<file path="src/rtl/cim_cmd_sequencer.sv">
// rtl/cim_cmd_sequencer.sv - command sequencer driving the CIM macro through write, compute and readout phases
module cim_cmd_sequencer #(
    parameter int ADDR_W   = 9,
    parameter int NBITS    = 8,
    parameter int WAIT_CYC = 4,
    parameter int NREAD    = 16
) (
    input  logic              clk,
    input  logic              rst,
    input  logic              cmd_valid,
    output logic              cmd_ready,
    input  logic [1:0]        cmd_op,
    input  logic [ADDR_W-1:0] cmd_addr,
    input  logic              cmd_epol,
    input  logic              cmd_eact,
    output logic              wen,
    output logic              wbuf,
    output logic              cal,
    output logic [ADDR_W-1:0] a_in,
    output logic              read,
    output logic [3:0]        cim_a,
    output logic              epol,
    output logic              eact,
    output logic              rd_strobe,
    output logic              busy,
    output logic              done
);

    localparam int BIT_W  = (NBITS > 1)    ? $clog2(NBITS)    : 1;
    localparam int WAIT_W = (WAIT_CYC > 1) ? $clog2(WAIT_CYC) : 1;
    localparam int RD_W   = (NREAD > 1)    ? $clog2(NREAD)    : 1;

    typedef enum logic [3:0] {
        IDLE, WRT, WRTBUF, SET, COMP, INBIT, WAIT, READ, DONE
    } state_t;

    state_t            state;
    logic [BIT_W-1:0]  bit_cnt;
    logic [WAIT_W-1:0] wait_cnt;
    logic [RD_W-1:0]   rd_cnt;

    assign cmd_ready = (state == IDLE) && !rst;

    // Outputs are assigned alongside the state they belong to, so each pin
    // reflects the state being entered on the same edge.
    always_ff @(posedge clk) begin
        if (rst) begin
            state     <= IDLE;
            bit_cnt   <= '0;
            wait_cnt  <= '0;
            rd_cnt    <= '0;
            wen       <= 1'b0;
            wbuf      <= 1'b0;
            cal       <= 1'b0;
            a_in      <= '0;
            read      <= 1'b0;
            cim_a     <= '0;
            epol      <= 1'b0;
            eact      <= 1'b0;
            rd_strobe <= 1'b0;
            busy      <= 1'b0;
            done      <= 1'b0;
        end else begin
            wen       <= 1'b0;
            wbuf      <= 1'b0;
            cal       <= 1'b0;
            read      <= 1'b0;
            rd_strobe <= 1'b0;
            done      <= 1'b0;
            case (state)
                IDLE: begin
                    if (cmd_valid) begin
                        case (cmd_op)
                            2'b00: begin
                                state <= WRT;
                                wen   <= 1'b1;
                                a_in  <= cmd_addr;
                                busy  <= 1'b1;
                            end
                            2'b01: begin
                                state <= WRTBUF;
                                wen   <= 1'b1;
                                wbuf  <= 1'b1;
                                a_in  <= cmd_addr;
                                busy  <= 1'b1;
                            end
                            2'b10: begin
                                state <= SET;
                                cal   <= 1'b1;
                                a_in  <= cmd_addr;
                                epol  <= cmd_epol;
                                eact  <= cmd_eact;
                                busy  <= 1'b1;
                            end
                            default: ;
                        endcase
                    end
                end
                WRT, WRTBUF: begin
                    state <= DONE;
                    done  <= 1'b1;
                end
                SET: begin
                    state   <= COMP;
                    cal     <= 1'b1;
                    bit_cnt <= '0;
                end
                COMP: begin
                    state <= INBIT;
                    cal   <= 1'b1;
                end
                INBIT: begin
                    if (bit_cnt == BIT_W'(NBITS - 1)) begin
                        state    <= WAIT;
                        wait_cnt <= '0;
                    end else begin
                        state   <= COMP;
                        cal     <= 1'b1;
                        bit_cnt <= bit_cnt + BIT_W'(1);
                    end
                end
                WAIT: begin
                    if (wait_cnt == WAIT_W'(WAIT_CYC - 1)) begin
                        state     <= READ;
                        read      <= 1'b1;
                        rd_strobe <= 1'b1;
                        rd_cnt    <= '0;
                        cim_a     <= '0;
                    end else begin
                        wait_cnt <= wait_cnt + WAIT_W'(1);
                    end
                end
                READ: begin
                    if (rd_cnt == RD_W'(NREAD - 1)) begin
                        state <= DONE;
                        done  <= 1'b1;
                        cim_a <= '0;
                    end else begin
                        read      <= 1'b1;
                        rd_strobe <= 1'b1;
                        rd_cnt    <= rd_cnt + RD_W'(1);
                        cim_a     <= 4'(rd_cnt + RD_W'(1));
                    end
                end
                DONE: begin
                    state <= IDLE;
                    busy  <= 1'b0;
                    a_in  <= '0;
                end
                default: begin
                    state <= IDLE;
                    busy  <= 1'b0;
                    a_in  <= '0;
                end
            endcase
        end
    end

endmodule

</file>
<file path="config.mk">
export PLATFORM = sky130hd
export DESIGN_NAME = cim_cmd_sequencer
export DESIGN_NICKNAME = d
export VERILOG_FILES = /design/src/rtl/cim_cmd_sequencer.sv
export SDC_FILE = /design/constraint.sdc
export NUM_CORES = 1
export LEC_CHECK = 0
export ABC_CLOCK_PERIOD_IN_PS = 3600
export BUFFER_PORTS_ARGS = -buffer_cell sky130_fd_sc_hd__buf_2
export CORE_MARGIN = 1
export CORE_UTILIZATION = 56
export CTS_CLUSTER_SIZE = 20
export DETAILED_ROUTE_END_ITERATION = 6
export PLACE_DENSITY = 0.84
export SLEW_MARGIN = 20
export SYNTH_ARGS = -nofsm -noshare
export SYNTH_HDL_FRONTEND = slang
export SYNTH_SLANG_ARGS = --single-unit
</file>
<file path="constraint.sdc">
create_clock -name clk -period 3.6 [get_ports clk]
set_clock_uncertainty 0.1 [all_clocks]
set_input_delay 0.72 -clock clk [delete_from_list [all_inputs] [get_ports clk]]
set_output_delay 0.72 -clock clk [all_outputs]
set_load 0.02 [all_outputs]
</file>
**After elaboration in Yosys (flattened, before gate mapping)**

Cells that the tools add are included.

- Input bits: 16
- Word-level logic and storage cells: 94
- Register bits after elaboration: 34
- Output and inout port bits: 23

- $add $sub $neg: 3
- Reductions and logical operators: 20
- Equality and inequality tests: 21
- Multiplexer cells: 33
- Bitwise operators: 3

Operators by type and width:

| cell | number |
|---|---|
| 4-bit case mux with 7 select lines | 1 |
| 4-bit two-way mux | 6 |
| 9-bit two-way mux | 2 |
| 9-bit case mux with 2 select lines | 1 |
| 4-bit by 3-bit == test with 1-bit output, second input constant | 4 |
| 2-bit != test, second input constant | 8 |
| 4-bit case mux with 2 select lines | 2 |
| 4-bit case mux with 3 select lines | 1 |
| 3-bit AND reduction | 4 |
| 1-bit two-way mux | 10 |
| 4-bit by 2-bit == test with 1-bit output, second input constant | 2 |
| 7-bit OR reduction | 1 |
| 2-bit two-way mux | 3 |
| 1-bit case mux with 2 select lines | 3 |
| 3-bit case mux with 2 select lines | 1 |
| 2-bit nonzero test | 3 |
| 2-bit OR reduction | 3 |
| 3-bit OR reduction | 2 |
| 4-bit by 1-bit adder with 4-bit output, second input constant | 1 |
| 2-bit == test, second input constant | 2 |
| 4-bit by 1-bit == test with 1-bit output, second input constant | 1 |
| 4-bit == test, second input constant | 1 |
| 4-bit zero test | 1 |
| 4-bit by 1-bit != test with 1-bit output, second input constant | 1 |
| 13 further kinds | 16 |

**Depth between registers and ports, before layout**

Gate-level depths: netlist of run 1.

- Word-level depth: 5
- Depth in mapped cells: 6
- Mapped depth without buffers: 6

**Least setup slack after synthesis of run 1**

No wires, ideal clock.

- Kind: reg-to-output
- From: register state[0]
- To: output cmd_ready
- Data required time: 2.780 ns
- Slack: 1.368 ns
- Data arrival time: 1.412 ns
- Stages on the path, launching flop included: 5
- Cells stage by stage: dfxtp_1 buf_6 or4_1 buf_2 nor2_1

- Word-level cells in the longest chain between the ends: 2

Ends and longest elaborated chain:

| item | RTL line | text |
|---|---|---|
| start, declared | 37 | `state_t state;` |
| start signal, assigned | 48 | `state <= IDLE;` |
| start signal, assigned | 75 | `state <= WRT;` |
| start signal, assigned | 81 | `state <= WRTBUF;` |
| 4-bit zero test | 42 | `assign cmd_ready = (state == IDLE) && !rst;` |
| 1-bit logical AND | 42 |  |
| end, declared | 11 | `output logic cmd_ready,` |

No other way between the ends.

**Worst setup path after layout of run 1**

- From: register state[1]
- To: output cmd_ready

The elaborated chain is that of the path after synthesis.

==> metrics.txt, run 1 <==
# TYPE chip_impl_metric gauge
chip_impl_metric{name="die_width",unit="um"} 54.5
chip_impl_metric{name="number_of_antenna_violations_at_the_first_check_in_global_routing",unit=""} 0
chip_impl_metric{name="drv_slew",unit=""} 0
chip_impl_metric{name="worst_slew_margin_rel",unit="%"} 59.8
chip_impl_metric{name="clk_pin_slew_worst_paths",unit="ps"} 110
chip_impl_metric{name="design.final.nets",unit=""} 237
chip_impl_metric{name="firstDrtPassIters",unit=""} 6
chip_impl_metric{name="cts.hold.buffers_added",unit=""} 0
chip_impl_info{name="synth_area_leaders",value="sky130_fd_sc_hd__dfxtp_1 (44%), sky130_fd_sc_hd__ha_1 (7.3%), sky130_fd_sc_hd__a21oi_1 (6.2%)"} 1
chip_impl_info{name="run_status",value="finished clean"} 1
chip_impl_metric{name="die_height",unit="um"} 54.5
chip_impl_info{name="synth_largest_area_cell",value="sky130_fd_sc_hd__dfxtp_1"} 1
chip_impl_metric{name="clkSinkCount",unit=""} 34
chip_impl_metric{name="drcViolationCount",unit=""} 0
chip_impl_metric{name="fin_tns_setup",unit="ps"} 0
chip_impl_metric{name="cts_buffers",unit=""} 5
chip_impl_metric{name="numPortBuffers",unit=""} 38
chip_impl_metric{name="crit_path_max_fanout",unit=""} 13
chip_impl_metric{name="cp.required",unit="ps"} 2780
chip_impl_info{name="rsz_0062_raised_after_global_routing",value="false"} 1
chip_impl_metric{name="post-cts-setup-buffer-count",unit=""} 0
chip_impl_metric{name="grt_pass1_vias",unit=""} 1296
chip_impl_metric{name="syn_area",unit="sq um"} 1550
chip_impl_metric{name="finalSetupViolations",unit=""} 0
chip_impl_info{name="hold_class",value="flop to flop"} 1
chip_impl_metric{name="worst_skew_pair.late_latency",unit="ps"} 330
chip_impl_metric{name="vias_per_instance",unit=""} 5.68
chip_impl_metric{name="cts_max_path_buffers",unit=""} 2
chip_impl_metric{name="share_of_flip_flops_with_an_asynchronous_set_or_reset_after_synthesis",unit="%"} 0
chip_impl_metric{name="max-cap-violations",unit=""} 0
chip_impl_metric{name="post_route_cells_drive_above_1_share",unit="%"} 23.5
chip_impl_metric{name="fmaxAchievable",unit="GHz"} 0.375
chip_impl_metric{name="post_synth.cell_area_avg",unit="sq um"} 8.73
chip_impl_metric{name="rrSetupSlack",unit="ps"} 1560
chip_impl_info{name="cp-endpoint",value="cmd_ready"} 1
chip_impl_metric{name="drt-initial-drc-count",unit=""} 35
chip_impl_metric{name="synth_edf_count",unit=""} 0
chip_impl_metric{name="initial_core_util",unit="%"} 60.7
chip_impl_metric{name="insertedDiodeCount",unit=""} 0
chip_impl_info{name="critical_path.startpoint",value="state[1]"} 1
chip_impl_metric{name="ir_worst_vdd",unit="V"} 0.000379
chip_impl_metric{name="floorplan.core_area",unit="sq um"} 2540
chip_impl_metric{name="synth_cell_types",unit=""} 41
chip_impl_metric{name="drtAntennaViolNets",unit=""} 0
chip_impl_metric{name="routedWlPerCell",unit="um"} 13.4
chip_impl_metric{name="vias",unit=""} 1381
chip_impl_metric{name="boundaryPins",unit=""} 39
chip_impl_info{name="yosysMostFrequentCell",value="sky130_fd_sc_hd__dfxtp_1"} 1
chip_impl_metric{name="detailedPlacementHpwl",unit="um"} 2370
chip_impl_metric{name="final_util",unit="%"} 70.2
chip_impl_metric{name="worstMarginPinSlew",unit="ps"} 595
chip_impl_metric{name="power-per-cell-area",unit="nW/um^2"} 429
chip_impl_metric{name="fp-row-count",unit=""} 18
chip_impl_metric{name="ys_seq_elements",unit=""} 34
chip_impl_metric{name="critical_path_arrival",unit="ps"} 1850
chip_impl_info{name="critical_path.reg2reg.endpoint",value="a_in[2]"} 1
chip_impl_metric{name="grt_start_max_net_pins",unit=""} 31
chip_impl_info{name="top_ff_cell_synth",value="sky130_fd_sc_hd__dfxtp_1"} 1
chip_impl_metric{name="syn_to_final_growth",unit="%"} 15.6
chip_impl_metric{name="worstRegToRegCells",unit=""} 4
chip_impl_metric{name="min_period_over_period",unit="%"} 74.1
chip_impl_info{name="critical_path_class",value="flop to primary output"} 1
chip_impl_metric{name="period_needed",unit="ps"} 2670
chip_impl_metric{name="power.static_leakage",unit="nW"} 0.825
chip_impl_info{name="clock_tree_root",value="sky130_fd_sc_hd__clkbuf_4"} 1
chip_impl_metric{name="synth.yosys.seq_area_share",unit="%"} 44.0
chip_impl_info{name="netlist_top_cells_count",value="sky130_fd_sc_hd__dfxtp_1 (34), sky130_fd_sc_hd__nand2_1 (20), sky130_fd_sc_hd__a21oi_1 (19)"} 1
chip_impl_info{name="clock_tree_from_tritoncts",value="built"} 1
chip_impl_metric{name="maximum_level_of_the_cts_h_tree",unit=""} 2
chip_impl_metric{name="fp.dieArea",unit="sq um"} 2970
chip_impl_metric{name="synthCells",unit=""} 177
chip_impl_metric{name="place_congestion",unit=""} 0.828
chip_impl_metric{name="postCtsResizedCells",unit=""} 0
chip_impl_metric{name="synth.top_cell.area_share",unit="%"} 44.0
chip_impl_metric{name="net_count_after_synthesis",unit=""} 202
chip_impl_info{name="rr_startpoint",value="state[1]"} 1
chip_impl_info{name="category_of_the_worst_setup_path_capture_point",value="primary output"} 1
chip_impl_metric{name="grt_first_pass_wirelength",unit="um"} 5300
chip_impl_metric{name="synth_warnings",unit=""} 0
chip_impl_metric{name="global_route.usage.total",unit="%"} 25.7
chip_impl_metric{name="drt-total-wl",unit="um"} 3250
chip_impl_metric{name="min_delay_path_depth",unit=""} 2
chip_impl_metric{name="timing.final.hold_violations",unit=""} 0
chip_impl_metric{name="gr-total-overflow",unit=""} 0
chip_impl_info{name="critPathLaunchType",value="flop"} 1
==> layout by cell type, fill, tap and decap left out, types with 2 or more instances in the layout <==
cell                        instances
sky130_fd_sc_hd__nor3_1             3
sky130_fd_sc_hd__nand3_1            6
sky130_fd_sc_hd__ha_1               9
sky130_fd_sc_hd__nor2_1            17
sky130_fd_sc_hd__a21oi_1           19
sky130_fd_sc_hd__o21ai_0            4
sky130_fd_sc_hd__buf_2             38
sky130_fd_sc_hd__nand2b_1           4
sky130_fd_sc_hd__a22oi_1           10
sky130_fd_sc_hd__inv_1              5
sky130_fd_sc_hd__dfxtp_1           34
sky130_fd_sc_hd__clkbuf_4           5
sky130_fd_sc_hd__nor4_1             2
sky130_fd_sc_hd__o2111ai_1          4
sky130_fd_sc_hd__nor2b_1            5
sky130_fd_sc_hd__nor3b_1            2
sky130_fd_sc_hd__nand2_1           20
sky130_fd_sc_hd__or2_2              2
sky130_fd_sc_hd__a21o_1             2
==> how the worst min path moves through the flow <==
stage,startpoint,to,slack (ps)
after floorplan,bit_cnt[1],bit_cnt[1],340
after global placement,cim_a[0],cim_a[0],340
after detailed placement,cim_a[1],cim_a[1],350
after CTS,cim_a[1],cim_a[1],370
after global routing,cim_a[3],cim_a[3],390
final,cim_a[1],cim_a[1],360
==> layout make-up <==
class / count / area (sq um)
clock inverter: 2 / 12.5
sequential: 34 / 681
fill: 207 / 758
tap: 30 / 37.5
inverter: 5 / 18.8
multi-input combinational: 128 / 796
timing repair buffer: 38 / 190
clock buffer: 6 / 51.3
==> through the flow <==
step           setup slack [ps]  std cells  hold WS (ps)  cell area, sq um  power [mW]
2_1_floorplan              1370        177           336              1550       0.520
3_3_place_gp               1340        235           344              1720       0.551
3_5_place_dp               1300        235           354              1720       0.556
4_1_cts                     935        243           368              1790       0.771
5_1_grt                     770        243           385              1790       0.813
6_report                    933        243           364              1790       0.767
==> cells by family (layout without fill, tap and decap cells) <==
family	count (synthesis)	after routing	synth area share, %
AO/OA/AOI/OAI	48	48	20.2
XOR/XNOR	1	1	0.567
adder cells (fa/ha/maj)	9	9	7.29
buffers and inverters	15	51	4.45
flip-flops	34	34	44.0
multiplexers	1	1	0.648
AND/OR/NAND/NOR	69	69	22.8
==> state kept, by name (all words and copies together), names as in the netlist <==
register / cells
cim_a: 4
rd_strobe: 1
epol: 1
done: 1
bit_cnt: 3
eact: 1
a_in: 9
cal: 1
rd_cnt: 4
state: 4
wbuf: 1
busy: 1
wait_cnt: 2
wen: 1
==> layer usage <==
layer | part of all wire (%) | vias up | track usage (%)
li1 | - | 696 | -
met1 | 44 | 639 | 30.1
met2 | 50 | 44 | 40.7
met3 | 5.6 | 2 | 10.3
met4 | 0.40 | 0 | 12.4
met5 | 0 | - | 0
==> report_power, final <==
group	total (mW)	leakage (nW)	internal (mW)	switching, mW
Clock	0.218	0.0343	0.0938	0.124
Sequential	0.413	0.276	0.394	0.0186
Combinational	0.137	0.515	0.0528	0.0837
Total	0.767	0.825	0.541	0.226
==> worst max-delay path, cell delays in order, from the launching register on <==
cell,delay (ps)
sky130_fd_sc_hd__dfxtp_1,440
sky130_fd_sc_hd__or4_1,690
sky130_fd_sc_hd__nor2_1,190
sky130_fd_sc_hd__buf_2,190
Power figures use the tool's default switching activity.
==> run 2, diff against run 1 <==
Settings changed: ABC_CLOCK_PERIOD_IN_PS 3600 to 2200, CORE_UTILIZATION 56 to 47, PLACE_DENSITY 0.84 to 0.75.
Clock period 3.6 ns to 2.2 ns, I/O delays scaled along.
==> metrics.txt, run 2 (synthesis results as in run 1) <==
# TYPE chip_impl_metric gauge
chip_impl_metric{name="cts_buffers",unit=""} 5
chip_impl_metric{name="maximum_level_of_the_cts_h_tree",unit=""} 2
chip_impl_metric{name="fin_tns_setup",unit="ps"} 0
chip_impl_metric{name="critical_path_arrival",unit="ps"} 1570
chip_impl_metric{name="critical-path-max-stage-delay",unit="ps"} 590
chip_impl_metric{name="largest_reg_flops",unit=""} 9
chip_impl_metric{name="min_delay_path_depth",unit=""} 3
chip_impl_info{name="min-delay-start",value="cmd_eact"} 1
chip_impl_metric{name="fmaxAchievable",unit="GHz"} 0.474
chip_impl_metric{name="routedWlPerCell",unit="um"} 12.2
chip_impl_metric{name="gr-total-overflow",unit=""} 0
chip_impl_metric{name="vias",unit=""} 1392
chip_impl_metric{name="initial_core_util",unit="%"} 50.2
chip_impl_metric{name="die_width",unit="um"} 59.3
chip_impl_metric{name="worstRegToRegCells",unit=""} 6
chip_impl_metric{name="dpl_cell_area",unit="sq um"} 1780
chip_impl_metric{name="fp-row-count",unit=""} 20
chip_impl_metric{name="boundaryPins",unit=""} 39
chip_impl_metric{name="timing.final.hold_violations",unit=""} 0
chip_impl_metric{name="drcViolationCount",unit=""} 0
chip_impl_metric{name="drt-total-wl",unit="um"} 3200
chip_impl_info{name="critical_path.startpoint",value="state[0]"} 1
chip_impl_metric{name="gr-usage-met1",unit="%"} 26.2
chip_impl_info{name="cp_top_family",value="simple AND/OR/NAND/NOR gates"} 1
chip_impl_metric{name="vias_per_instance",unit=""} 5.31
chip_impl_metric{name="min_period_over_period",unit="%"} 95.8
chip_impl_info{name="layout.cells.most_common",value="sky130_fd_sc_hd__buf_2"} 1
chip_impl_metric{name="fillCellCount",unit=""} 286
chip_impl_info{name="category_of_the_worst_setup_path_capture_point",value="primary output"} 1
chip_impl_metric{name="drt-initial-drc-count",unit=""} 36
chip_impl_metric{name="place_congestion",unit=""} 0.836
chip_impl_metric{name="clkSinkCount",unit=""} 34
chip_impl_metric{name="die_height",unit="um"} 59.3
chip_impl_metric{name="grt_first_pass_wirelength",unit="um"} 5510
chip_impl_info{name="clock_tree_from_tritoncts",value="built"} 1
chip_impl_metric{name="worst_slew_margin_rel",unit="%"} 56.8
chip_impl_metric{name="post_route_cells_drive_above_1_share",unit="%"} 26.1
chip_impl_metric{name="number_of_antenna_violations_at_the_first_check_in_global_routing",unit=""} 0
chip_impl_metric{name="cts.hold.buffers_added",unit=""} 0
chip_impl_info{name="crit_path_cell_trace",value="or4_4 -> nor2_2 -> buf_2"} 1
chip_impl_metric{name="design.final.nets",unit=""} 242
chip_impl_metric{name="groute.layer.met2.usage",unit="%"} 33.5
chip_impl_info{name="critical_path_class",value="flop to primary output"} 1
chip_impl_metric{name="detailedPlacementHpwl",unit="um"} 2320
chip_impl_metric{name="number_of_buffer_and_inverter_stages_on_the_critical_path",unit=""} 1
chip_impl_info{name="hold_class",value="primary input to flop"} 1
chip_impl_info{name="registers.top_by_ff_count",value="a_in"} 1
chip_impl_metric{name="floorplan.core_area",unit="sq um"} 3080
chip_impl_metric{name="worst_skew_pair.late_latency",unit="ps"} 340
chip_impl_metric{name="fp.dieArea",unit="sq um"} 3520
chip_impl_metric{name="max-cap-violations",unit=""} 0
chip_impl_info{name="top_usage_layer",value="met2"} 1
chip_impl_metric{name="crit_cells",unit=""} 3
chip_impl_metric{name="fin_area",unit="sq um"} 1850
chip_impl_metric{name="finalPower",unit="mW"} 1.29
chip_impl_metric{name="crit_path_max_fanout",unit=""} 6
chip_impl_metric{name="drv_slew",unit=""} 0
chip_impl_metric{name="drtAntennaViolNets",unit=""} 0
chip_impl_info{name="slowest_stage",value="sky130_fd_sc_hd__or4_4"} 1
chip_impl_metric{name="worstMarginPinSlew",unit="ps"} 639
chip_impl_metric{name="finalSetupViolations",unit=""} 0
chip_impl_metric{name="global_route.usage.total",unit="%"} 21.1
chip_impl_metric{name="power-per-cell-area",unit="nW/um^2"} 696
chip_impl_info{name="run_status",value="finished clean"} 1
chip_impl_metric{name="cp.required",unit="ps"} 1660
chip_impl_info{name="rr_startpoint",value="bit_cnt[0]"} 1
chip_impl_metric{name="grt_pass1_vias",unit=""} 1266
chip_impl_metric{name="firstDrtPassIters",unit=""} 4
chip_impl_metric{name="period_needed",unit="ps"} 2110
chip_impl_metric{name="grt_start_max_net_pins",unit=""} 30
chip_impl_info{name="rsz_0062_raised_after_global_routing",value="false"} 1
chip_impl_metric{name="ir_worst_vdd",unit="V"} 0.000483
chip_impl_metric{name="clk_pin_slew_worst_paths",unit="ps"} 110
chip_impl_info{name="clock_tree_root",value="sky130_fd_sc_hd__clkbuf_4"} 1
chip_impl_metric{name="syn_to_final_growth",unit="%"} 19.6
chip_impl_info{name="critPathLaunchType",value="flop"} 1
chip_impl_metric{name="gr-usage-met3",unit="%"} 5.90
chip_impl_metric{name="power.static_leakage",unit="nW"} 0.851
chip_impl_metric{name="numPortBuffers",unit=""} 38
chip_impl_metric{name="insertedDiodeCount",unit=""} 0
chip_impl_info{name="layout_common_cells",value="sky130_fd_sc_hd__buf_2 (38), sky130_fd_sc_hd__dfxtp_1 (34), sky130_fd_sc_hd__nand2_1 (20)"} 1
chip_impl_metric{name="cts_max_path_buffers",unit=""} 2
## run 2: final cells by class
class	count	area, sq um	share of cell area, %
Multi-Input combinational cell	128	802	43.4
Sequential cell	34	681	36.8
Timing Repair Buffer	43	228	12.3
Tap cell	44	55.1	2.98
Clock buffer	6	51.3	2.78
Inverter	5	18.8	1.02
Clock inverter	2	12.5	0.677
## run 2: path summary, 6_finish.rpt
| check | to | slack [ps] |
|---|---|---|
| min reg2reg | cim_a[0] | 360 |
| max reg2reg | bit_cnt[0] | 360 |
| min | eact | 230 |
| max | cmd_ready | 90 |
## run 2: what timing repair did
action | CTS | global route
setup buffers | 0 | 0
endpoints found under the setup margin | 1 | 1
gates resized for setup | 1 | 1
gates cloned | 0 | 0
## run 2: power breakdown
| part | total [mW] | internal, mW | switching [mW] | leakage (nW) |
|---|---|---|---|---|
| logic | 0.258 | 0.101 | 0.157 | 0.541 |
| registers | 0.659 | 0.645 | 0.0134 | 0.276 |
| clock network | 0.369 | 0.154 | 0.216 | 0.0343 |
## run 2: per-stage QoR
| stage | setup slack, ps | hold WS, ps | std cells | utilization, % |
|---|---|---|---|---|
| finish | 91.4 | 229 | 262 | 60.0 |
| global route | 17.7 | 231 | 262 | 60.0 |
| CTS | 42.9 | 219 | 262 | 60.0 |
| detailed placement | 323 | 352 | 254 | 57.8 |
| global placement | 354 | 341 | 254 | 57.8 |
| floorplan | 248 | 336 | 177 | - |
## run 2: per-layer routing
layer / vias up / share of wire [%]
met2: 38 / 48
met1: 642 / 46
met3: 5 / 5.0
met4: 0 / 1.4
li1: 707 / -
met5: - / 0
## run 2: worst register-to-register path: stages (launching register included)
cell,delay [ps]
sky130_fd_sc_hd__dfxtp_1,340
sky130_fd_sc_hd__ha_1,200
sky130_fd_sc_hd__ha_1,220
sky130_fd_sc_hd__nor3b_1,380
sky130_fd_sc_hd__o21ai_0,240
sky130_fd_sc_hd__mux2i_1,200
sky130_fd_sc_hd__nor2_1,50
==> run 3, diff against run 2 <==
Settings changed: ABC_CLOCK_PERIOD_IN_PS 2200 to 2000, CORE_UTILIZATION 47 to 52, PLACE_DENSITY 0.75 to 0.78.
Clock period 2.2 ns to 2 ns, I/O delays scaled along.
==> metrics.txt, run 3 (synthesis results as in run 1) <==
# TYPE chip_impl_metric gauge
chip_impl_metric{name="cts.hold.buffers_added",unit=""} 0
chip_impl_metric{name="ir_worst_vdd",unit="V"} 0.000648
chip_impl_metric{name="period_needed",unit="ps"} 2020
chip_impl_metric{name="detailedPlacementHpwl",unit="um"} 2510
chip_impl_info{name="rsz_0062_raised_after_global_routing",value="true"} 1
chip_impl_metric{name="numPortBuffers",unit=""} 38
chip_impl_metric{name="number_of_antenna_violations_at_the_first_check_in_global_routing",unit=""} 0
chip_impl_info{name="category_of_the_worst_setup_path_capture_point",value="primary output"} 1
chip_impl_metric{name="grt_first_pass_wirelength",unit="um"} 6130
chip_impl_metric{name="gr-usage-met3",unit="%"} 8.53
chip_impl_metric{name="groute.layer.met2.usage",unit="%"} 42.2
chip_impl_metric{name="power.static_leakage",unit="nW"} 0.873
chip_impl_metric{name="vias_per_instance",unit=""} 5.64
chip_impl_metric{name="drcViolationCount",unit=""} 0
chip_impl_metric{name="boundaryPins",unit=""} 39
chip_impl_metric{name="final_util",unit="%"} 67.6
chip_impl_metric{name="critical_path_arrival",unit="ps"} 1520
chip_impl_metric{name="syn_to_final_growth",unit="%"} 21.6
chip_impl_info{name="top_usage_layer",value="met2"} 1
chip_impl_metric{name="power-per-cell-area",unit="nW/um^2"} 781
chip_impl_metric{name="drv_slew",unit=""} 0
chip_impl_info{name="layout.cells.most_common",value="sky130_fd_sc_hd__buf_2"} 1
chip_impl_metric{name="detailedPlace.worstSlack",unit="ps"} 112
chip_impl_metric{name="post_route_cells_drive_above_1_share",unit="%"} 27.6
chip_impl_metric{name="holdWs",unit="ps"} 186
chip_impl_metric{name="insertedDiodeCount",unit=""} 0
chip_impl_info{name="critical_path_class",value="flop to primary output"} 1
chip_impl_metric{name="largest_reg_flops",unit=""} 9
chip_impl_info{name="layout_common_cells",value="sky130_fd_sc_hd__buf_2 (37), sky130_fd_sc_hd__dfxtp_1 (33), sky130_fd_sc_hd__nand2_1 (20)"} 1
chip_impl_info{name="slowest_stage",value="sky130_fd_sc_hd__or4_4"} 1
chip_impl_metric{name="critical-path-max-stage-delay",unit="ps"} 570
chip_impl_metric{name="floorplan.core_area",unit="sq um"} 2780
chip_impl_metric{name="layoutNonFillerInstCount",unit=""} 252
chip_impl_metric{name="timing.final.ws_setup",unit="ps"} -21.8
chip_impl_metric{name="cts_max_path_buffers",unit=""} 2
chip_impl_info{name="cp_top_family",value="simple AND/OR/NAND/NOR gates"} 1
chip_impl_metric{name="worst_skew_pair.late_latency",unit="ps"} 350
chip_impl_metric{name="number_of_buffer_and_inverter_stages_on_the_critical_path",unit=""} 1
chip_impl_metric{name="routedWlPerCell",unit="um"} 14.5
chip_impl_info{name="hold_class",value="primary input to flop"} 1
chip_impl_metric{name="max-cap-violations",unit=""} 0
chip_impl_info{name="clock_tree_from_tritoncts",value="built"} 1
chip_impl_info{name="violated_checks",value="negative setup slack"} 1
chip_impl_metric{name="dpl_cell_area",unit="sq um"} 1760
chip_impl_metric{name="die_height",unit="um"} 56.5
chip_impl_metric{name="initial_core_util",unit="%"} 55.6
chip_impl_metric{name="global_route.usage.total",unit="%"} 24.7
chip_impl_metric{name="worst_slew_margin_rel",unit="%"} 59.3
chip_impl_info{name="critPathLaunchType",value="flop"} 1
chip_impl_metric{name="drt-initial-drc-count",unit=""} 44
chip_impl_metric{name="design.final.nets",unit=""} 245
chip_impl_metric{name="finalPower",unit="mW"} 1.47
chip_impl_metric{name="grt_start_max_net_pins",unit=""} 25
chip_impl_metric{name="cp.required",unit="ps"} 1500
chip_impl_metric{name="fin_tns_setup",unit="ps"} -21.8
chip_impl_metric{name="worstMarginPinSlew",unit="ps"} 603
chip_impl_metric{name="vias",unit=""} 1421
chip_impl_metric{name="cts_buffers",unit=""} 5
chip_impl_info{name="clock_tree_root",value="sky130_fd_sc_hd__clkbuf_4"} 1
chip_impl_metric{name="fin_area",unit="sq um"} 1880
chip_impl_metric{name="dp_cells",unit=""} 241
chip_impl_metric{name="gr-total-overflow",unit=""} 0
chip_impl_metric{name="fmaxAchievable",unit="GHz"} 0.495
chip_impl_metric{name="drtAntennaViolNets",unit=""} 0
chip_impl_metric{name="place_congestion",unit=""} 0.882
chip_impl_metric{name="timing.final.hold_violations",unit=""} 0
chip_impl_metric{name="gr-usage-met1",unit="%"} 28.0
chip_impl_metric{name="rrSetupSlack",unit="ps"} 190
chip_impl_metric{name="grt_pass1_vias",unit=""} 1425
chip_impl_metric{name="firstDrtPassIters",unit=""} 4
chip_impl_metric{name="die_width",unit="um"} 56.5
chip_impl_metric{name="finalSetupViolations",unit=""} 1
chip_impl_metric{name="drt-total-wl",unit="um"} 3650
chip_impl_info{name="crit_path_cell_trace",value="or4_4 -> nor2_4 -> buf_6"} 1
chip_impl_metric{name="fp.dieArea",unit="sq um"} 3190
chip_impl_info{name="run_status",value="finished with violations"} 1
chip_impl_metric{name="crit_path_max_fanout",unit=""} 2
chip_impl_metric{name="clk_pin_slew_worst_paths",unit="ps"} 110
chip_impl_info{name="registers.top_by_ff_count",value="a_in"} 1
chip_impl_metric{name="fp-row-count",unit=""} 19
chip_impl_metric{name="maximum_level_of_the_cts_h_tree",unit=""} 2
chip_impl_metric{name="min_period_over_period",unit="%"} 101
chip_impl_metric{name="clkSinkCount",unit=""} 34
chip_impl_metric{name="fillCellCount",unit=""} 234
-- run 3: tightest hold or removal path: cells and delay by family --
| kind | cells | cell delay [ps] |
|---|---|---|
| AOI/OAI and AO/OA | 1 | 50 |
| and+or+nand+nor | 1 | 50 |
| buffers and inverters | 1 | 100 |
-- run 3: cell type report --
| class | count | area, sq um | share of cell area, % |
|---|---|---|---|
| clock buffer | 6 | 51.3 | 2.73 |
| clock inverter | 2 | 12.5 | 0.666 |
| inverter | 5 | 18.8 | 0.999 |
| multi-input combinational | 128 | 807 | 42.9 |
| sequential | 34 | 682 | 36.3 |
| tap | 31 | 38.8 | 2.06 |
| timing repair buffer | 46 | 269 | 14.3 |
-- run 3: what timing repair did --
item,in CTS,in global routing
gates resized for setup,4,2
endpoints found under the setup margin,1,10
buffers inserted,1,2
pin swaps,1,3
-- run 3: final timing paths --
check | start | to | depth (start not counted)
min reg2reg | cim_a[3] | cim_a[3] | 2
min | cmd_eact | eact | 3
max | state[0] | cmd_ready | 3
max reg2reg | state[0] | a_in[0] | 6
-- run 3: where the power goes --
group | switching (mW) | internal (mW) | total, mW
registers | 0.0177 | 0.711 | 0.728
logic | 0.191 | 0.139 | 0.331
clock network | 0.241 | 0.169 | 0.410
-- run 3: metal layers --
| layer | vias up | wire length, um | share of wire, % |
|---|---|---|---|
| li1 | 710 | - | - |
| met3 | 10 | 204 | 5.6 |
| met4 | 0 | 76 | 2.1 |
| met5 | - | 0 | 0 |
| met1 | 654 | 1530 | 42 |
| met2 | 47 | 1840 | 50 |
